**src/rtl/rv64_decode_execute.sv**
```systemverilog
// rv64_decode_execute
// Decode/control/execute slice of the RV64I core. It decodes one 32-bit
// instruction combinationally, presents the register-file read addresses,
// computes the ALU result and registers everything into one ID/EX-out stage.
//
// Ports:
//   clk, reset          rising-edge clock, async active-low reset
//   in_valid, instr, pc fetched instruction and its address
//   rs1_data, rs2_data  register-file read data
//   rs1_addr, rs2_addr  register-file read addresses (combinational)
//   ex_*                registered result and control for the next stage
module rv64_decode_execute #(
  parameter int DATA_WIDTH = 64
) (
  input  logic                  clk,
  input  logic                  reset,
  input  logic                  in_valid,
  input  logic [31:0]           instr,
  input  logic [DATA_WIDTH-1:0] pc,
  input  logic [DATA_WIDTH-1:0] rs1_data,
  input  logic [DATA_WIDTH-1:0] rs2_data,
  output logic [4:0]            rs1_addr,
  output logic [4:0]            rs2_addr,
  output logic                  ex_valid,
  output logic [4:0]            ex_rd,
  output logic                  ex_reg_write,
  output logic                  ex_mem_read,
  output logic                  ex_mem_write,
  output logic [DATA_WIDTH-1:0] ex_store_data,
  output logic [DATA_WIDTH-1:0] ex_result,
  output logic                  ex_illegal
);

  typedef enum logic [3:0] {
    ALU_ADD  = 4'd0,  ALU_SUB  = 4'd1,  ALU_SLL  = 4'd2,  ALU_SLT    = 4'd3,
    ALU_SLTU = 4'd4,  ALU_XOR  = 4'd5,  ALU_SRL  = 4'd6,  ALU_SRA    = 4'd7,
    ALU_OR   = 4'd8,  ALU_AND  = 4'd9,  ALU_ADDW = 4'd10, ALU_SUBW   = 4'd11,
    ALU_SLLW = 4'd12, ALU_SRLW = 4'd13, ALU_SRAW = 4'd14, ALU_PASS_B = 4'd15
  } alu_op_t;

  localparam logic [6:0] OPC_OP     = 7'b0110011;
  localparam logic [6:0] OPC_OP_IMM = 7'b0010011;
  localparam logic [6:0] OPC_OP_32  = 7'b0111011;
  localparam logic [6:0] OPC_IMM_32 = 7'b0011011;
  localparam logic [6:0] OPC_LUI    = 7'b0110111;
  localparam logic [6:0] OPC_AUIPC  = 7'b0010111;
  localparam logic [6:0] OPC_JAL    = 7'b1101111;
  localparam logic [6:0] OPC_JALR   = 7'b1100111;
  localparam logic [6:0] OPC_LOAD   = 7'b0000011;
  localparam logic [6:0] OPC_STORE  = 7'b0100011;
  localparam logic [6:0] OPC_BRANCH = 7'b1100011;

  // alt selects SUB (funct3 000) or SRA (funct3 101); ignored otherwise.
  function automatic alu_op_t alu_base(input logic [2:0] f3, input logic alt);
    case (f3)
      3'b000:  return alt ? ALU_SUB : ALU_ADD;
      3'b001:  return ALU_SLL;
      3'b010:  return ALU_SLT;
      3'b011:  return ALU_SLTU;
      3'b100:  return ALU_XOR;
      3'b101:  return alt ? ALU_SRA : ALU_SRL;
      3'b110:  return ALU_OR;
      default: return ALU_AND;
    endcase
  endfunction

  function automatic alu_op_t alu_word(input logic [2:0] f3, input logic alt);
    case (f3)
      3'b000:  return alt ? ALU_SUBW : ALU_ADDW;
      3'b001:  return ALU_SLLW;
      default: return alt ? ALU_SRAW : ALU_SRLW;
    endcase
  endfunction

  logic [6:0]            opcode;
  logic [2:0]            funct3;
  logic [6:0]            funct7;
  logic [4:0]            rd;
  logic [DATA_WIDTH-1:0] imm_i, imm_s, imm_u;

  assign opcode   = instr[6:0];
  assign funct3   = instr[14:12];
  assign funct7   = instr[31:25];
  assign rd       = instr[11:7];
  assign rs1_addr = instr[19:15];
  assign rs2_addr = instr[24:20];
  assign imm_i    = {{52{instr[31]}}, instr[31:20]};
  assign imm_s    = {{52{instr[31]}}, instr[31:25], instr[11:7]};
  assign imm_u    = {{32{instr[31]}}, instr[31:12], 12'b0};

  alu_op_t               alu_op;
  logic [DATA_WIDTH-1:0] op_a, op_b;
  logic                  writes_rd, mem_read, mem_write, illegal, reg_write;

  always_comb begin
    alu_op    = ALU_ADD;
    op_a      = rs1_data;
    op_b      = rs2_data;
    writes_rd = 1'b0;
    mem_read  = 1'b0;
    mem_write = 1'b0;
    illegal   = 1'b0;
    case (opcode)
      OPC_OP: begin
        writes_rd = 1'b1;
        if (funct7 == 7'b0000000)
          alu_op = alu_base(funct3, 1'b0);
        else if (funct7 == 7'b0100000 && (funct3 == 3'b000 || funct3 == 3'b101))
          alu_op = alu_base(funct3, 1'b1);
        else
          illegal = 1'b1;
      end
      OPC_OP_IMM: begin
        writes_rd = 1'b1;
        op_b      = imm_i;
        alu_op    = alu_base(funct3, funct3 == 3'b101 && instr[30]);
      end
      OPC_OP_32: begin
        writes_rd = 1'b1;
        if ((funct7 == 7'b0000000 && (funct3 == 3'b000 || funct3 == 3'b001 || funct3 == 3'b101)) ||
            (funct7 == 7'b0100000 && (funct3 == 3'b000 || funct3 == 3'b101)))
          alu_op = alu_word(funct3, funct7[5]);
        else
          illegal = 1'b1;
      end
      OPC_IMM_32: begin
        writes_rd = 1'b1;
        op_b      = imm_i;
        // ADDIW has no funct7; the shift forms still qualify instr[31:25].
        if (funct3 == 3'b000 || (funct3 == 3'b001 && funct7 == 7'b0000000) ||
            (funct3 == 3'b101 && (funct7 == 7'b0000000 || funct7 == 7'b0100000)))
          alu_op = alu_word(funct3, funct3 == 3'b101 && funct7[5]);
        else
          illegal = 1'b1;
      end
      OPC_LUI: begin
        writes_rd = 1'b1;
        alu_op    = ALU_PASS_B;
        op_b      = imm_u;
      end
      OPC_AUIPC: begin
        writes_rd = 1'b1;
        op_a      = pc;
        op_b      = imm_u;
      end
      OPC_JAL, OPC_JALR: begin
        writes_rd = 1'b1;
        op_a      = pc;
        op_b      = 64'd4;
      end
      OPC_LOAD: begin
        writes_rd = 1'b1;
        mem_read  = 1'b1;
        op_b      = imm_i;
      end
      OPC_STORE: begin
        mem_write = 1'b1;
        op_b      = imm_s;
      end
      OPC_BRANCH: ;
      default: illegal = 1'b1;
    endcase
    reg_write = writes_rd && !illegal && (rd != 5'd0);
  end

  logic [DATA_WIDTH-1:0] alu_result;
  logic [31:0]           w_res;

  always_comb begin
    alu_result = '0;
    w_res      = '0;
    case (alu_op)
      ALU_ADD:    alu_result = op_a + op_b;
      ALU_SUB:    alu_result = op_a - op_b;
      ALU_SLL:    alu_result = op_a << op_b[5:0];
      ALU_SLT:    alu_result = {{(DATA_WIDTH-1){1'b0}}, $signed(op_a) < $signed(op_b)};
      ALU_SLTU:   alu_result = {{(DATA_WIDTH-1){1'b0}}, op_a < op_b};
      ALU_XOR:    alu_result = op_a ^ op_b;
      ALU_SRL:    alu_result = op_a >> op_b[5:0];
      ALU_SRA:    alu_result = $signed(op_a) >>> op_b[5:0];
      ALU_OR:     alu_result = op_a | op_b;
      ALU_AND:    alu_result = op_a & op_b;
      ALU_ADDW:   w_res = op_a[31:0] + op_b[31:0];
      ALU_SUBW:   w_res = op_a[31:0] - op_b[31:0];
      ALU_SLLW:   w_res = op_a[31:0] << op_b[4:0];
      ALU_SRLW:   w_res = op_a[31:0] >> op_b[4:0];
      ALU_SRAW:   w_res = $signed(op_a[31:0]) >>> op_b[4:0];
      default:    alu_result = op_b;
    endcase
    // Word ops produce a 32-bit value that is sign-extended to the datapath.
    if (alu_op >= ALU_ADDW && alu_op != ALU_PASS_B)
      alu_result = {{32{w_res[31]}}, w_res};
  end

  always_ff @(posedge clk or negedge reset) begin
    if (!reset) begin
      ex_valid      <= 1'b0;
      ex_rd         <= '0;
      ex_reg_write  <= 1'b0;
      ex_mem_read   <= 1'b0;
      ex_mem_write  <= 1'b0;
      ex_illegal    <= 1'b0;
      ex_store_data <= '0;
      ex_result     <= '0;
    end else begin
      ex_valid      <= in_valid;
      ex_rd         <= rd;
      ex_reg_write  <= in_valid && reg_write;
      ex_mem_read   <= in_valid && mem_read;
      ex_mem_write  <= in_valid && mem_write;
      ex_illegal    <= in_valid && illegal;
      ex_store_data <= rs2_data;
      ex_result     <= alu_result;
    end
  end

endmodule

```
**config.mk**
```make
export PLATFORM = sky130hd
export DESIGN_NAME = rv64_decode_execute
export DESIGN_NICKNAME = d
export VERILOG_FILES = /design/src/rtl/rv64_decode_execute.sv
export SDC_FILE = /design/constraint.sdc
export NUM_CORES = 2
export LEC_CHECK = 0
export BUFFER_PORTS_ARGS = -buffer_cell sky130_fd_sc_hd__buf_2
export CAP_MARGIN = 40
export CORE_ASPECT_RATIO = 1.5
export CORE_MARGIN = 10
export CORE_UTILIZATION = 50
export CTS_CLUSTER_DIAMETER = 120
export DETAILED_ROUTE_END_ITERATION = 10
export PLACE_DENSITY = 0.72
export SLEW_MARGIN = 0
export SYNTH_ARGS = -nofsm -noshare
export SYNTH_HDL_FRONTEND = slang
export SYNTH_SLANG_ARGS = --single-unit
```
**constraint.sdc**
```tcl
create_clock -name clk -period 0.8 [get_ports clk]
set_clock_uncertainty 0.1 [all_clocks]
set_input_delay 0.04 -clock clk [delete_from_list [all_inputs] [get_ports clk]]
set_output_delay 0.04 -clock clk [all_outputs]
set_load 0.005 [all_outputs]
```
==> summary.txt, run 1 <==
Logic synthesis
  – Synth Area in Compound Gates: 0.367
  – Post-synth ARST share: 1.00
  – Synth Instances: 4385
  – Post-synth EDFFs: 0
  – Count leader, synth: nand2_1
  – Share of the synthesized area in the top cell type: 0.115
  – Syn avg cell area: approximately 6.8 sq um
  – Synth Register Bits: approximately 140
  – Synth Area in Simple Gates: 0.202
  – Mux cell area share after synthesis: 0.116
  – Post-synthesis xor/xnor area fraction: 0.0265
  – Netlist cell types: 100
  – Syn nets: roughly 4.8k
  – Warnings, synthesis: 0
  – Post-Synth Adder-Cell Area: 0.0967
  – Ys flop type: dfrtp_1
  – Largest family of logic cells by synthesized area: compound AO/OA/AOI/OAI gates
  – Synth Cell Area: 30000 sq um
  – Register area share after synthesis: 0.115
  – Synth area leaders: dfrtp_1 12%, ha_1 9.5%, mux2i_1 9.3%
  – Top post-synthesis cells by count: 482 x nand2_1, 427 x a21oi_1, 413 x nor2_1
  – Cell accounting for the most synthesized area: dfrtp_1

Global routing
  – Global route overflow: 46
  – Largest net degree at the start of global routing: between 150 and 200
  – Global-route wire length before repair: 354000 um
  – Total global-route track usage: 0.673
  – Vias in the first global route: about 52k

CTS
  – Htree depth: 4
  – Worst-case clock buffer depth: 2
  – CTS Sinks: 138
  – Number of CTS-inserted buffers: 17
  – Root Buffer: clkbuf_16

Run status
  – Last step reached: 5_1_grt
  – First error: [ERROR GRT-0116] Global routing finished with congestion. Check the congestion regions in the DRC Viewer.
  – Status: did not finish

Die
  – Die W: around 220 um
  – I/O pin cnt: 375
  – Initial Util: 0.506
  – Die Y: roughly 320 um
  – Placement row count: roughly 110

Placed design
  – Hpwl dp: 167000 um
  – Pre-CTS worst setup slack: -5.02 ns
  – Placement-stage cell area: 45200 sq um
  – GP Congestion: between 1 and 1.5
  – Port Buffers: between 300 and 400
[cell families after synthesis]
group                      after synthesis
adders and majority gates              230
and+or+nand+nor                       1349
xor gates and xnor gates                90
muxes                                  339
AOI/OAI and AO/OA                     1680
buffers and inverters                  559
DFF                                    138
[stage by stage]
step | utilization | std cells | hold slack (ns)
4_1_cts | 0.813 | 7045 | -0.145
3_5_place_dp | 0.764 | 6881 | -0.198
3_3_place_gp | 0.764 | 6881 | -0.202
2_1_floorplan | - | 4385 | -0.356
[what timing repair did]
action / 4_1_cts
setup buffers: 60
setup endpoints to repair: 205
hold endpoints to repair: 212
pin swaps: 104
hold buffers: 71
gates cloned: 3
resized for setup: 247
[metal layers]
| metal | track usage | GRT overflow |
|---|---|---|
| met1 | 0.681 | 0 |
| met2 | 0.853 | 22 |
| met3 | 0.506 | 0 |
| met4 | 0.608 | 24 |
| met5 | 0.242 | 0 |
==> inputs of run 2 (changes only) <==
Settings changed: CORE_ASPECT_RATIO 1.5 to unset, CORE_UTILIZATION 50 to 35, CTS_CLUSTER_DIAMETER 120 to unset, PLACE_DENSITY 0.72 to unset, PLACE_DENSITY_LB_ADDON set to 0.15.
==> run 2 against run 1 <==
The flow now finishes, with violations (hold timing, setup timing); synthesized cell count unchanged; area after synthesis unchanged.
==> summary.txt, run 2 <==
Worst setup path
  – Crit. End Element: flop
  – Delay-heaviest family, CP: compound AO/OA/AOI/OAI gates
  – WS Path Type: in2reg
  – Crit path arrival time: approximately 5.2 ns
  – Crit Path Max Fanout: 6
  – CP startpoint: instr[6]
  – CP max-delay cell: or4_4
  – Critical path required time: between 1 and 1.5 ns
  – Crit path buf inv count: 9
  – CP Depth: 26
  – Crit path top cell by count: buf_6
  – Critical path's largest stage delay: roughly 0.57 ns
  – Critical path launch point type: input port

Logic synthesis
  – Top post-synthesis cells by count: 482 x nand2_1, 427 x a21oi_1, 413 x nor2_1
  – Synth Instances: between 4k and 5k
  – Synth Cell Area: approximately 30000 sq um
  – Share of the synthesized area in the top cell type: 0.115
  – Warnings, synthesis: 0
  – Synth Register Bits: approximately 140
  – Cell accounting for the most synthesized area: dfrtp_1
  – Ys flop type: dfrtp_1
  – Post-synth EDFFs: 0
  – Syn nets: slightly below 5k
  – Count leader, synth: nand2_1
  – Netlist cell types: 100
  – Post-synth ARST share: 1.00
  – Syn avg cell area: 6.84 sq um
  – Register area share after synthesis: 0.115
  – Synth area leaders: dfrtp_1 12%, ha_1 9.5%, mux2i_1 9.3%

Run status
  – Status: finished, violations left
  – Failing checks: hold timing, setup timing

STA
  – RSZ-0062 raised after global routing: true
  – Hold Slack: -0.179 ns
  – Hold Vio Cnt, Final: 13
  – Tmin final: 4.91 ns
  – Final worst slack: -4.11 ns
  – Slew Limit Fails: 0
  – Tcrit/Tclk final: 6.14
  – Setup_tns: -290.55 ns
  – Measured slew at the worst slew-check pin: 1.05 ns
  – Fmax: slightly above 200 MHz
  – Max-Slew Margin vs Limit: 0.283
  – # setup viols final: between 200 and 250

Cells and area
  – Layout cells sized above 1: 0.472
  – Most frequent cells in the layout: 1816 x buf_4, 460 x nand2_1, 376 x nor2_1
  – Finished Layout Cells: 7668
  – Commonest non-fill, non-tap cell in the layout: buf_4
  – Final core occ: 0.631
  – Area Growth Syn to Fin: 78.9%
  – Final net count: 6952
  – Fillers: between 7k and 8k
  – Biggest regs: ex_result: 64 flops, ex_store_data: 64 flops, ex_rd: 5 flops

Drt
  – Met2 WL: between 100000 and 150000 um
  – Initial drt markers: 6554
  – DRC Markers: 0
  – Routed len/inst: 32.6 um
  – Via count: about 48k
  – DRT Pass-1 Iters: 7
  – WL met1: about 85000 um
  – Uppermost layer routed: met5
  – Via-per-instance ratio: about 6.3
  – Post-DRT Antenna Nets: 0
  – Met3 Routed Length: roughly 27000 um
  – Routed WL: roughly 250000 um

Power
  – Power Density: 1240 nW/um^2
  – Gate power share: 0.749
  – Lkg Pwr: around 25 nW
  – Seq pwr share: 0.124
  – Psw: 32.6 mW
  – Sw Share: 0.489
  – Cell Int Power: about 34 mW
  – Clk network pwr share: 0.127
  – Max IR drop VDD: approximately 1800 uV

Placed design
  – Port Buffers: between 300 and 400
  – # placed instances: roughly 7.4k
  – Hpwl dp: 192000 um
  – GP Congestion: ~1.2
  – Pre-CTS worst setup slack: -4.99 ns

Die
  – Die ar.: around 98000 sq um
  – CORE AREA: roughly 85000 sq um
  – I/O pin cnt: 375
  – Initial Util: 0.353
  – Die Y: 313 um
  – Die W: approximately 310 um
  – Placement row count: 107

CTS
  – Number of CTS-inserted buffers: 17
  – Htree depth: 4
  – Reg clk slew, reported paths: approximately 0.070 ns
  – CTS tree: done
  – Worst-case clock buffer depth: 2
  – Root Buffer: clkbuf_16
  – CTS Sinks: approximately 140

Global routing
  – Total global-route track usage: 0.481
  – Largest net degree at the start of global routing: 141
  – Initial antenna violation count: 19
  – Global route overflow: 0
  – Vias in the first global route: between 40k and 50k
  – Global-route wire length before repair: 341000 um

Hold path
  – Tightest Hold Check Type: in2reg
  – Hold_sp: instr[6]
  – Hold depth: 4

Run
  – Max_cap viols: 0
[run 2: cell counts after synthesis]
Identical to the previous run, type by type.
[run 2: cell type report]
cell class / instances / area [sq um] / share of cell area
Timing Repair Buffer: 2443 / 19100 / 0.357
Inverter: 207 / 816 / 0.0152
Tap cell: 1144 / 1430 / 0.0267
Sequential cell: 138 / 3450 / 0.0644
Clock inverter: 15 / 131 / 0.00245
Multi-Input combinational cell: 3688 / 28200 / 0.526
Clock buffer: 17 / 425 / 0.00793
Antenna cell: 16 / 40.0 / 0.000747
[run 2: per-stage QoR]
step	power (mW)	cell area [sq um]	hold slack, ns
floorplan	26.1	31000	-0.356
global placement	49.8	46600	-0.197
detailed placement	49.9	46600	-0.193
CTS	61.7	51100	-0.381
global route	68.5	53600	-0.193
finish	66.6	53600	-0.179
[run 2: power groups by stage]
stage               clock [mW]  sequential (mW)  combinational (mW)
detailed placement           0             8.35                41.6
finish                    8.43             8.29                49.9
global route              8.69             8.36                51.4
floorplan                    0             8.49                17.6
CTS                       8.45             8.27                45.0
global placement             0             8.36                41.5
[run 2: timing repair]
| item | CTS | global route |
|---|---|---|
| buffers inserted | 99 | 98 |
| pin swaps | 172 | 183 |
| hold endpoints to repair | 212 | 15 |
| resized for setup | 521 | 370 |
| hold buffers | 71 | 4 |
| cloned | 6 | 5 |
| endpoints found under the setup margin | 204 | 205 |
[run 2: tightest hold or removal path, cell delays in order]
cell and delay (ns):
buf_12 0.09, buf_4 0.12, buf_4 0.11, nor4_2 0.04
[run 2: cells by family after synthesis]
family                     after synthesis  share of synthesized area
adders and majority gates              230                     0.0967
and+or+nand+nor                       1349                      0.202
AOI/OAI and AO/OA                     1680                      0.367
muxes                                  339                      0.116
buffers and inverters                  559                     0.0758
xor gates and xnor gates                90                     0.0265
DFF                                    138                      0.115
[run 2: final timing paths]
kind / slack, ns / to
setup / recovery: -4.11 / ex_result[60]
hold / removal: -0.18 / ex_mem_read
max in group asynchronous: 0.18 / ex_result[0]
min in group asynchronous: -0.15 / ex_store_data[43]
[run 2: layer usage]
layer  GRT usage  vias up
met2       0.735     3713
met1       0.528    22900
met3       0.142     1232
met4       0.465       14
li1            -    20600
met5     0.00444        -
Note: power is estimated with default switching activity, not from simulation.
